[config.mk]
export PLATFORM = sky130hd
export DESIGN_NAME = control_ajuste_hora
export DESIGN_NICKNAME = d
export VERILOG_FILES = /design/src/rtl/control_ajuste_hora.sv
export SDC_FILE = /design/constraint.sdc
export NUM_CORES = 1
export LEC_CHECK = 0
export ABC_AREA = 1
export CORE_UTILIZATION = 40
export DETAILED_ROUTE_END_ITERATION = 8
export SYNTH_ARGS = -nofsm -noshare
export SYNTH_HDL_FRONTEND = slang
export SYNTH_SLANG_ARGS = --single-unit
[constraint.sdc]
create_clock -name clk -period 1.75 [get_ports clk]
set_input_delay 0.175 -clock clk [delete_from_list [all_inputs] [get_ports clk]]
set_output_delay 0.175 -clock clk [all_outputs]
set_load 0.02 [all_outputs]
[src/rtl/control_ajuste_hora.sv]
// Time-setting controller: turns button edges and the 1 Hz tick into one-cycle
// enables for the hour/minute/second registers, with edit-mode field selection.
module control_ajuste_hora (
   input  logic       clk,
   input  logic       rst,
   input  logic       tick_1hz,
   input  logic       btn_edit,
   input  logic       btn_left,
   input  logic       btn_right,
   input  logic       btn_up,
   input  logic       btn_down,
   output logic       en_h,
   output logic       en_m,
   output logic       en_s,
   output logic       up,
   output logic       down,
   output logic [1:0] field_sel,
   output logic       editing,
   output logic       blink
);

   typedef enum logic [1:0] {
      RUN    = 2'd0,
      EDIT_H = 2'd1,
      EDIT_M = 2'd2,
      EDIT_S = 2'd3
   } state_t;

   state_t     state_r, state_s;
   logic [5:0] sec_cnt_r, sec_cnt_s;
   logic [5:0] min_cnt_r, min_cnt_s;
   logic       edit_prev_r, left_prev_r, right_prev_r, up_prev_r, down_prev_r;
   logic       edit_edge_s, left_edge_s, right_edge_s, up_edge_s, down_edge_s;
   logic       en_h_s, en_m_s, en_s_s, up_s, down_s, blink_s;

   function automatic logic [5:0] inc60(input logic [5:0] v);
      inc60 = (v == 6'd59) ? 6'd0 : v + 6'd1;
   endfunction

   function automatic logic [5:0] dec60(input logic [5:0] v);
      dec60 = (v == 6'd0) ? 6'd59 : v - 6'd1;
   endfunction

   function automatic state_t next_field(input state_t s);
      case (s)
         EDIT_H:  next_field = EDIT_M;
         EDIT_M:  next_field = EDIT_S;
         EDIT_S:  next_field = EDIT_H;
         default: next_field = RUN;
      endcase
   endfunction

   function automatic state_t prev_field(input state_t s);
      case (s)
         EDIT_H:  prev_field = EDIT_S;
         EDIT_M:  prev_field = EDIT_H;
         EDIT_S:  prev_field = EDIT_M;
         default: prev_field = RUN;
      endcase
   endfunction

   function automatic logic [1:0] sel_of(input state_t s);
      case (s)
         EDIT_H:  sel_of = 2'b00;
         EDIT_M:  sel_of = 2'b01;
         EDIT_S:  sel_of = 2'b10;
         default: sel_of = 2'b11;
      endcase
   endfunction

   assign edit_edge_s  = btn_edit  & ~edit_prev_r;
   assign left_edge_s  = btn_left  & ~left_prev_r;
   assign right_edge_s = btn_right & ~right_prev_r;
   assign up_edge_s    = btn_up    & ~up_prev_r;
   assign down_edge_s  = btn_down  & ~down_prev_r;

   // Next state, counter and output decode; edit edge outranks left/right, which outrank up/down.
   always_comb begin
      state_s   = state_r;
      sec_cnt_s = sec_cnt_r;
      min_cnt_s = min_cnt_r;
      blink_s   = blink;
      en_h_s    = 1'b0;
      en_m_s    = 1'b0;
      en_s_s    = 1'b0;
      up_s      = 1'b0;
      down_s    = 1'b0;
      if (edit_edge_s) begin
         state_s = (state_r == RUN) ? EDIT_H : RUN;
         blink_s = 1'b0;
      end else begin
         case (state_r)
            RUN: begin
               blink_s = 1'b0;
               if (tick_1hz) begin
                  en_s_s    = 1'b1;
                  up_s      = 1'b1;
                  sec_cnt_s = inc60(sec_cnt_r);
                  if (sec_cnt_r == 6'd59) begin
                     en_m_s    = 1'b1;
                     min_cnt_s = inc60(min_cnt_r);
                     en_h_s    = (min_cnt_r == 6'd59);
                  end else begin
                     en_m_s = 1'b0;
                  end
               end else begin
                  en_s_s = 1'b0;
               end
            end
            default: begin
               blink_s = tick_1hz ? ~blink : blink;
               if (left_edge_s || right_edge_s) begin
                  // simultaneous left+right is ignored but still swallows up/down
                  if (left_edge_s && !right_edge_s) begin
                     state_s = prev_field(state_r);
                     blink_s = 1'b0;
                  end else if (right_edge_s && !left_edge_s) begin
                     state_s = next_field(state_r);
                     blink_s = 1'b0;
                  end else begin
                     state_s = state_r;
                  end
               end else if (up_edge_s ^ down_edge_s) begin
                  up_s   = up_edge_s;
                  down_s = down_edge_s;
                  case (state_r)
                     EDIT_H: en_h_s = 1'b1;
                     EDIT_M: begin
                        en_m_s    = 1'b1;
                        min_cnt_s = up_edge_s ? inc60(min_cnt_r) : dec60(min_cnt_r);
                     end
                     EDIT_S: begin
                        en_s_s    = 1'b1;
                        sec_cnt_s = up_edge_s ? inc60(sec_cnt_r) : dec60(sec_cnt_r);
                     end
                     default: en_h_s = 1'b0;
                  endcase
               end else begin
                  up_s = 1'b0;
               end
            end
         endcase
      end
   end

   // State, shadow counters, button history and registered outputs.
   always_ff @(posedge clk) begin
      if (!rst) begin
         state_r      <= RUN;
         sec_cnt_r    <= 6'd0;
         min_cnt_r    <= 6'd0;
         edit_prev_r  <= btn_edit;
         left_prev_r  <= btn_left;
         right_prev_r <= btn_right;
         up_prev_r    <= btn_up;
         down_prev_r  <= btn_down;
         en_h         <= 1'b0;
         en_m         <= 1'b0;
         en_s         <= 1'b0;
         up           <= 1'b0;
         down         <= 1'b0;
         blink        <= 1'b0;
         editing      <= 1'b0;
         field_sel    <= 2'b11;
      end else begin
         state_r      <= state_s;
         sec_cnt_r    <= sec_cnt_s;
         min_cnt_r    <= min_cnt_s;
         edit_prev_r  <= btn_edit;
         left_prev_r  <= btn_left;
         right_prev_r <= btn_right;
         up_prev_r    <= btn_up;
         down_prev_r  <= btn_down;
         en_h         <= en_h_s;
         en_m         <= en_m_s;
         en_s         <= en_s_s;
         up           <= up_s;
         down         <= down_s;
         blink        <= blink_s;
         editing      <= (state_s != RUN);
         field_sel    <= sel_of(state_s);
      end
   end

endmodule

==> metrics.cfg <==
[power_and_ir_drop]
peakVddDrop_uv=509
powerDensity_mw_per_mm2=834
leakagePower_uw=0.00108

[critical_path]
cp.required_ns=1.93
worstSetupPathType=register to register
crit_arrival_ns=1.78
worst_setup_path_end_kind=register
critPathMaxFanout=3
start_kind=register

[cells_and_area]
utilization=0.507
layout.nets=326
area_delta_synth_final_pct=21.6
multi_input_area_sq_mm=0.00110
drive_gt1_frac=0.144
fill_cells=439
diodes=0
seq_area_sq_um=563

[logic_synthesis]
synth-seq-cells=28
synthesis.area_sq_mm=0.00182
synthCells=273
synth_nets=293
yosys_warnings=0
synth-compound-area-share=0.0806
synth_top_family_by_area=simple AND/OR/NAND/NOR gates
synth-simple-area-share=0.393
syn_area_per_cell_sq_um=6.65
synth_fa_ha_area_frac=0.0826
synth-xor-area-share=0.0482
synth.mux.area_fraction=0
synth_cell_type_count=31
yosysSeqAreaShare=0.309

[floorplan]
fp.dieW_microns=69.4
die_y_microns=69.4
die-area_sq_mm=0.00482
ioPinCount=17
initial_core_util=0.417
row_count=24
core_area_sq_mm=0.00435

[placement]
dp_hpwl_microns=3040
pre_cts_slack_ns=-0.0952
port_buffers=16
place.gp.congestion=0.871

[cts]
cts_max_level=1
cts_buffers=3
cts-hold-fix-buffers=0
insertion_delay_ns=0.28
clkSinkCount=28
clk_path_buf_depth=2
cts_root_buf=clkbuf_8
cts_tree=yes
clk_pin_slew_ns=0.10

[routing]
drt_iter0_markers=90
vias=1707
drt-total-wl_microns=3900
ant_nets=0
drt_pass1_iterations=4
drc=0
viasPerCell=4.78
post_drt_wl_per_cell_microns=10.9

[grt]
met1_usage=0.228
grt_pass1_wl_microns=6820
antenna_found_initial=0
grt_overflow=0
grt_use_met2=0.291
grt_pass1_vias=1548
grt_start_max_net_pins=16
grt.total_usage=0.174
use_met3=0.0189
busiest_layer=met2

[timing]
slew_headroom=0.780
fin_crit_sh=0.915
skew_ns=0.00308
timing.hold.ws_ns=0.359
tightest_slew_ns=0.327
tns_ns=0
fin_crit_ns=1.60
setup_violations=0
setup_ws_ns=0.148
hold_viol_final=0
slew_violations=0
rsz0062_at_grt=no
max_freq_mhz=624

[job]
maxCapViolations=0

[hold_path]
hold_path.class=input pin to register

[run_status]
status=complete, no violations

-- final timing paths --
kind,start,to,slack [ns],depth (start not counted)
worst max register to register,state_r[0],field_sel[1],0.15,11
worst min register to register,blink,blink,0.54,2
worst max-delay path,state_r[0],field_sel[1],0.15,11
worst min-delay path,btn_down,down_prev_r,0.36,1
-- placed cells by master (no fill, tap or decap), types with 3 or more instances in the layout --
master and instances:
nand2_1 80, xnor2_1 3, clkbuf_8 4, dfxtp_1 26, nor2_2 4, inv_2 4, buf_4 16, ha_1 11
nor2_1 32, nand3_1 24, xor2_1 7, clkdlybuf4s50_1 16, nand4_1 3, inv_1 29, a21oi_1 6, o21ai_0 11
o21ai_1 7
-- critical path, stage by stage, from the launching register on --
cell and delay [ns]:
dfxtp_2 0.35, inv_1 0.07, ha_2 0.32, inv_1 0.07
nand2_1 0.07, nand2_1 0.04, nand2_1 0.06, nand3_2 0.08
nand2_1 0.09, inv_1 0.04, ha_1 0.26, nand2_1 0.04
-- kinds of logic after synthesis --
kind of cell             count (synthesis)
buffers and inverters                   40
adder cells (fa/ha/maj)                 12
XOR/XNOR                                10
AO/OA/AOI/OAI                           27
flip-flops                              28
AND/OR/NAND/NOR                        156
-- Yosys cell counts --
library cell,instances,area share
clkinv_2,1,0.0028
buf_2,4,0.011
nand3_2,1,0.0055
xor2_1,7,0.034
nand2_4,1,0.0062
o21ai_0,11,0.030
nand3_4,1,0.0096
nor4_1,1,0.0034
dfxtp_1,28,0.31
nand4_1,3,0.010
nand4_4,1,0.012
inv_4,1,0.0034
o21bai_1,1,0.0041
or2_4,1,0.0048
nor2_1,32,0.066
nand2_2,1,0.0034
nor3_1,2,0.0055
o21ai_1,7,0.019
nor2_8,1,0.011
nand3_1,25,0.069
xnor2_1,3,0.014
nand2_1,80,0.17
inv_1,30,0.062
a21oi_2,1,0.0048
or2_2,1,0.0034
ha_1,12,0.083
nor2_2,4,0.014
or2_0,1,0.0034
a21oi_1,6,0.017
o211a_1,1,0.0055
inv_2,4,0.0083
-- flip-flops by register name, summed over array words and instances, names as in the netlist --
name / count
down_prev_r: 1
en_m: 1
down: 1
edit_prev_r: 1
min_cnt_r: 6
sec_cnt_r: 6
en_h: 1
left_prev_r: 1
editing: 1
field_sel: 2
en_s: 1
state_r: 2
up: 1
right_prev_r: 1
up_prev_r: 1
blink: 1
-- area by class of cell --
| type | instances | share of cell area |
|---|---|---|
| clock buffers | 4 | 0.0249 |
| inverters | 36 | 0.0640 |
| multi-input cells | 205 | 0.500 |
| flip-flops and latches | 28 | 0.255 |
| well taps | 52 | 0.0294 |
| repair buffers | 32 | 0.127 |
-- per-stage QoR --
stage | total power, uW | instance area [sq um] | instances
after floorplan | 1240 | 1820 | 273
after global placement | 1430 | 2120 | 350
after detailed placement | 1430 | 2120 | 350
after CTS | 1840 | 2170 | 354
after global routing | 1990 | 2210 | 357
final | 1840 | 2210 | 357
-- report_power, final --
group / leakage, uW / switching [uW] / internal (uW) / total, uW
clock network: 0.0000288 / 206 / 202 / 408
logic: 0.000820 / 399 / 284 / 683
registers: 0.000231 / 57.8 / 694 / 752
total: 0.00108 / 663 / 1180 / 1840
-- metal layers --
metal  up-vias  wire length (microns)
li1        930                      -
met1       746                   1920
met2        26                   1820
met3         5                    100
met4         0                     64
met5         -                      0
-- what timing repair did --
action | CTS | global route
resized for setup | 0 | 6
setup endpoints to repair | 0 | 9
buffers inserted | 0 | 3
Power figures use the tool's default switching activity.
